**config.mk**
```make
export PLATFORM = sky130hd
export DESIGN_NAME = tick_timer_gen
export DESIGN_NICKNAME = d
export VERILOG_FILES = /design/src/rtl/tick_timer_pkg.sv /design/src/rtl/mod_counter.sv /design/src/rtl/tick_timer_gen.sv
export SDC_FILE = /design/constraint.sdc
export NUM_CORES = 1
export LEC_CHECK = 0
export ABC_AREA = 0
export ABC_CLOCK_PERIOD_IN_PS = 4800
export CORE_MARGIN = 2
export CORE_UTILIZATION = 53
export CTS_CLUSTER_DIAMETER = 30
export DETAILED_ROUTE_END_ITERATION = 8
export PLACE_DENSITY = 0.84
export SLEW_MARGIN = 10
export SYNTH_ARGS = -nofsm -noshare
export SYNTH_HDL_FRONTEND = slang
export SYNTH_SLANG_ARGS = --single-unit
```
**constraint.sdc**
```tcl
create_clock -name clk -period 4.8 [get_ports clk]
set_clock_uncertainty 0.1 [all_clocks]
set_input_delay 1.2 -clock clk [delete_from_list [all_inputs] [get_ports clk]]
set_output_delay 1.2 -clock clk [all_outputs]
set_load 0.02 [all_outputs]
```
**src/rtl/tick_timer_pkg.sv**
```systemverilog
// Shared types and constants for the tick timer.
package tick_timer_pkg;

  typedef enum logic [1:0] {
    ST_IDLE  = 2'd0,
    ST_RUN   = 2'd1,
    ST_PAUSE = 2'd2,
    ST_DONE  = 2'd3
  } state_e;

  localparam logic MODE_PERIODIC = 1'b0;
  localparam logic MODE_ONESHOT  = 1'b1;

endpackage

```
**src/rtl/mod_counter.sv**
```systemverilog
// Modulo-MOD up-counter with synchronous clear; wrap_c flags the increment that rolls over.
module mod_counter #(
  parameter int unsigned W   = 6,
  parameter int unsigned MOD = 60
) (
  input  logic         clk,
  input  logic         reset,
  input  logic         inc,
  input  logic         clr,
  output logic [W-1:0] count,
  output logic         wrap_c
);

  localparam logic [W-1:0] LAST = W'(MOD - 1);

  logic [W-1:0] count_next;

  assign wrap_c = inc && (count == LAST);

  // Next count: clear wins, otherwise step and roll over at MOD-1.
  always_comb begin
    count_next = count;
    if (clr) begin
      count_next = '0;
    end else if (inc) begin
      count_next = (count == LAST) ? '0 : count + W'(1);
    end
  end

  // Count register.
  always_ff @(posedge clk) begin
    if (reset) begin
      count <= '0;
    end else begin
      count <= count_next;
    end
  end

endmodule

```
**src/rtl/tick_timer_gen.sv**
```systemverilog
// Programmable-period tick generator with pause, one-shot mode and tick counter.
module tick_timer_gen
  import tick_timer_pkg::*;
#(
  parameter int unsigned WIDTH          = 26,
  parameter int unsigned DEFAULT_PERIOD = 50_000_000,
  parameter int unsigned TICK_W         = 6,
  parameter int unsigned TICK_MOD       = 60
) (
  input  logic              clk,
  input  logic              reset,
  input  logic              enable,
  input  logic              clear,
  input  logic              mode,
  input  logic              load,
  input  logic [WIDTH-1:0]  load_period,
  output logic [WIDTH-1:0]  clk_cnt,
  output logic              tick,
  output logic [TICK_W-1:0] tick_cnt,
  output logic              busy,
  output logic              done
);

  localparam logic [WIDTH-1:0] PERIOD_INIT = WIDTH'(DEFAULT_PERIOD);

  state_e           state, state_next;
  logic [WIDTH-1:0] period_r, period_next;
  logic [WIDTH-1:0] cnt_next;
  logic             tick_next, busy_next, done_next;
  logic             load_ok_c, last_c, inc_c, clr_c;
  logic             unused_tick_wrap_c;

  // A zero period is meaningless, so such loads are dropped.
  assign load_ok_c = load && (load_period != '0);
  // period_r is never 0, so period_r-1 cannot underflow.
  assign last_c    = (clk_cnt == (period_r - WIDTH'(1)));

  // Next-state and output decode; priority clear > load > enable.
  always_comb begin
    state_next  = state;
    period_next = period_r;
    cnt_next    = clk_cnt;
    tick_next   = 1'b0;
    inc_c       = 1'b0;
    clr_c       = 1'b0;

    if (load_ok_c) begin
      period_next = load_period;
    end

    if (clear) begin
      state_next = ST_IDLE;
      cnt_next   = '0;
      clr_c      = 1'b1;
    end else if (load_ok_c) begin
      cnt_next = '0;
      if (state == ST_DONE) begin
        state_next = ST_IDLE;
      end
    end else begin
      case (state)
        ST_IDLE: begin
          cnt_next = '0;
          if (enable) begin
            state_next = ST_RUN;
          end
        end
        ST_RUN, ST_PAUSE: begin
          if (enable) begin
            state_next = ST_RUN;
            if (last_c) begin
              cnt_next  = '0;
              tick_next = 1'b1;
              inc_c     = 1'b1;
              if (mode == MODE_ONESHOT) begin
                state_next = ST_DONE;
              end
            end else begin
              cnt_next = clk_cnt + WIDTH'(1);
            end
          end else begin
            state_next = ST_PAUSE;
          end
        end
        ST_DONE: begin
          cnt_next = '0;
        end
        default: begin
          state_next = ST_IDLE;
          cnt_next   = '0;
        end
      endcase
    end

    busy_next = (state_next == ST_RUN) || (state_next == ST_PAUSE);
    done_next = (state_next == ST_DONE);
  end

  // State, period and output registers.
  always_ff @(posedge clk) begin
    if (reset) begin
      state    <= ST_IDLE;
      period_r <= PERIOD_INIT;
      clk_cnt  <= '0;
      tick     <= 1'b0;
      busy     <= 1'b0;
      done     <= 1'b0;
    end else begin
      state    <= state_next;
      period_r <= period_next;
      clk_cnt  <= cnt_next;
      tick     <= tick_next;
      busy     <= busy_next;
      done     <= done_next;
    end
  end

  // Tick counter advances once per emitted tick.
  mod_counter #(
    .W   (TICK_W),
    .MOD (TICK_MOD)
  ) u_tick_cnt (
    .clk    (clk),
    .reset  (reset),
    .inc    (inc_c),
    .clr    (clr_c),
    .count  (tick_cnt),
    .wrap_c (unused_tick_wrap_c)
  );

endmodule

```
==> impl_metrics.env <==
export IMPL_status="completed"
export IMPL_drv_slew=0
export IMPL_synth_net_count=499
export IMPL_syn2layout_area_growth_pct=25.81
export IMPL_chipHeight_um=87.92
export IMPL_multi_input_area_um2=2328
export IMPL_place_gp_congestion=0.9936
export IMPL_clockBufferDepth=2
export IMPL_post_cts_setup_buffers=0
export IMPL_ys_flop_type="dfxtp_1"
export IMPL_globalRouteOverflowTotal=0
export IMPL_fp_coreArea_um2=6794
export IMPL_startpoint_type="register"
export IMPL_fin_crit_ns=4.353
export IMPL_grt_pass1_wl_um=16210
export IMPL_clock_latency_ns=0.35
export IMPL_via_per_inst=5.703
export IMPL_combPwrFrac_pct=11.3
export IMPL_antenna_found_initial=0
export IMPL_critPathMaxFanout=6
export IMPL_final_cells=620
export IMPL_grt_setup_unrepaired="false"
export IMPL_synthesis_area_um2=3732
export IMPL_rr_endpoint="busy$_SDFF_PP0_"
export IMPL_cp_required_ns=4.93
export IMPL_drt_wirelength_per_cell_um=15.75
export IMPL_grt_max_degree=33
export IMPL_cp_startpoint="period_r[0]$_SDFFE_PP0P_"
export IMPL_row_count=30
export IMPL_r2r_cells=13
export IMPL_hold_class="reg2reg"
export IMPL_fmax_mhz=229.7
export IMPL_finalSetupViolations=0
export IMPL_postCtsResizedCells=0
export IMPL_clk_pin_slew_ns=0.07
export IMPL_power_density_nw_per_um2=269.8
export IMPL_crit_arrival_ns=4.48
export IMPL_die_x_um=87.92
export IMPL_layout_common_cells="66 x clkdlybuf4s50_1, 65 x nor2_1, 63 x dfxtp_1"
export IMPL_die_area_um2=7729
export IMPL_cts_buffers=9
export IMPL_min_from="u_tick_cnt.count[0]$_SDFFE_PP0P_"
export IMPL_ys_types=53
export IMPL_dr_pass1_iters=4
export IMPL_initial_core_util_pct=54.94
export IMPL_final_common_cell="clkdlybuf4s50_1"
export IMPL_p_sw_uw=307.1
export IMPL_routed_wl_um=9764
export IMPL_rrSetupSlack_ns=0.45
export IMPL_nFillCells=576
export IMPL_grt_pass1_vias=3398
export IMPL_worstHoldEndpoint="u_tick_cnt.count[0]$_SDFFE_PP0P_"
export IMPL_yosysSeqAreaShare_pct=33.79
export IMPL_hold_depth=2
export IMPL_worstMarginPinSlew_ns=0.7162
export IMPL_r2r_start="period_r[0]$_SDFFE_PP0P_"
export IMPL_antennaDiodeCount=0
export IMPL_hpwl_um=7372
export IMPL_async_flop_share_pct=0
export IMPL_drcViolationCount=0
export IMPL_setup_tns_ns=0
export IMPL_yosysWarnings=0
export IMPL_drive_gt1_share_pct=5.725
export IMPL_drv_cap=0
export IMPL_gr_usage_all_layers_pct=27.04
export IMPL_worstSetupPathType="reg2reg"
export IMPL_fin_crit_sh_pct=90.68
export IMPL_relSlewSlack_pct=52.25
export IMPL_p_seq_share_pct=44.3
export IMPL_cts_hold_buffers=0
export IMPL_end_kind="register"
export IMPL_final_nets=559
export IMPL_syn_area_per_cell_um2=8.131
export IMPL_register_area_um2=1261
export IMPL_io_buffer_count=66
export IMPL_drt_iter0_markers=268
export IMPL_synth_edf_count=0
export IMPL_via_count=3536
export IMPL_root_buffer="clkbuf_8"
export IMPL_switching_share_pct=24.25
export IMPL_ys_ff_latch=63
export IMPL_cts_tree="yes"
export IMPL_dp_cells=604
export IMPL_power_leakage_nw=1.725
export IMPL_netlist_instances=459
export IMPL_ir_worst_vdd_v=0.0001544
export IMPL_final_antenna_net_count=0
export IMPL_boundaryPins=67
export IMPL_clockPowerShare_pct=44.4
export IMPL_cts_sinks=63
export IMPL_htreeDepth=3
export IMPL_power_internal_uw=959.6
export IMPL_finalHoldViolations=0
## per-layer routing
layer	vias up	GRT usage (%)	wire length (µm)	part of all wire, %
met3	19	5.372	467	4.8
met4	0	12.03	222	2.3
met1	1673	32.64	4240	43
li1	1752	-	-	-
met2	92	46.49	4834	50
met5	-	0	0	0
## layout make-up
cell class	instances	area share, %
repair buffers	69	14.55
clock inverters	2	1.279
flip-flops and latches	63	26.86
well taps	96	2.558
multi-input cells	360	49.59
inverters	16	1.279
clock buffers	14	3.890
## kinds of logic after synthesis
kind of cell | after synthesis | share of synthesized area, %
adders and majority gates | 8 | 2.682
AOI/OAI and AO/OA | 57 | 10.09
muxes | 22 | 5.900
and+or+nand+nor | 218 | 30.71
xor gates and xnor gates | 55 | 12.91
DFF | 63 | 33.79
buffers and inverters | 36 | 3.922
## registers in the layout, indices dropped and copies added, names as in the netlist
name,flops
busy,1
clk_cnt,26
done,1
period_r,26
state,2
tick,1
u_tick_cnt.count,6
## worst max path at each step
stage                      endpoint  slack, ns
floorplan           busy$_SDFF_PP0_       0.82
global placement    busy$_SDFF_PP0_       0.63
detailed placement  busy$_SDFF_PP0_       0.52
CTS                 busy$_SDFF_PP0_       0.50
global route        busy$_SDFF_PP0_       0.22
finish              busy$_SDFF_PP0_       0.45
## Yosys cell counts, types with 3 or more instances
master / count / area (µm²)
nor2_1: 65 / 244.0
dfxtp_1: 63 / 1261
nand2_1: 38 / 142.6
xor2_1: 30 / 262.8
xnor2_1: 25 / 219.0
nand3_1: 24 / 120.1
mux2i_1: 22 / 220.2
clkbuf_1: 16 / 60.06
inv_1: 16 / 60.06
a21oi_1: 14 / 70.07
nor3_1: 14 / 70.07
o21ai_0: 13 / 65.06
nor4_1: 12 / 75.07
nand4_1: 10 / 62.56
and3_1: 8 / 50.05
ha_1: 8 / 100.1
a211o_1: 7 / 61.31
nand3b_1: 7 / 52.55
nand2b_1: 5 / 31.28
or3_1: 5 / 31.28
or4_1: 5 / 37.54
or4_4: 4 / 45.04
a21o_1: 3 / 22.52
buf_2: 3 / 15.01
nor4b_1: 3 / 26.28
## worst max-delay path: stages (launching register included)
cell     delay (ns)
dfxtp_1        0.35
inv_1          0.07
ha_1           0.26
or4b_1         0.54
or4_4          0.49
nor3_1         0.24
xnor2_1        0.17
o21ai_0        0.11
or3b_2         0.50
or4_4          0.47
or3_1          0.41
a21oi_1        0.14
ha_1           0.24
nor2b_1        0.13
## power groups by stage
stage          registers [mW]  clock network, mW  logic, mW
2_1_floorplan           0.564                  0     0.0917
3_3_place_gp            0.572                  0      0.137
3_5_place_dp            0.572                  0      0.141
4_1_cts                 0.560              0.566      0.142
5_1_grt                 0.563              0.591      0.159
6_report                0.561              0.562      0.143
## metrics by stage
stage	utilization, %	area (µm²)	power, mW	worst slack [ns]	hold WS (ns)
after floorplan	-	3732	0.6559	0.8157	0.3575
after global placement	65.54	4453	0.7088	0.6327	0.3911
after detailed placement	65.54	4453	0.7137	0.5190	0.4190
after CTS	69.12	4696	1.269	0.4986	0.4342
after global routing	69.12	4696	1.313	0.2172	0.4581
final	69.12	4696	1.267	0.4473	0.4288
Power figures use the tool's default switching activity.
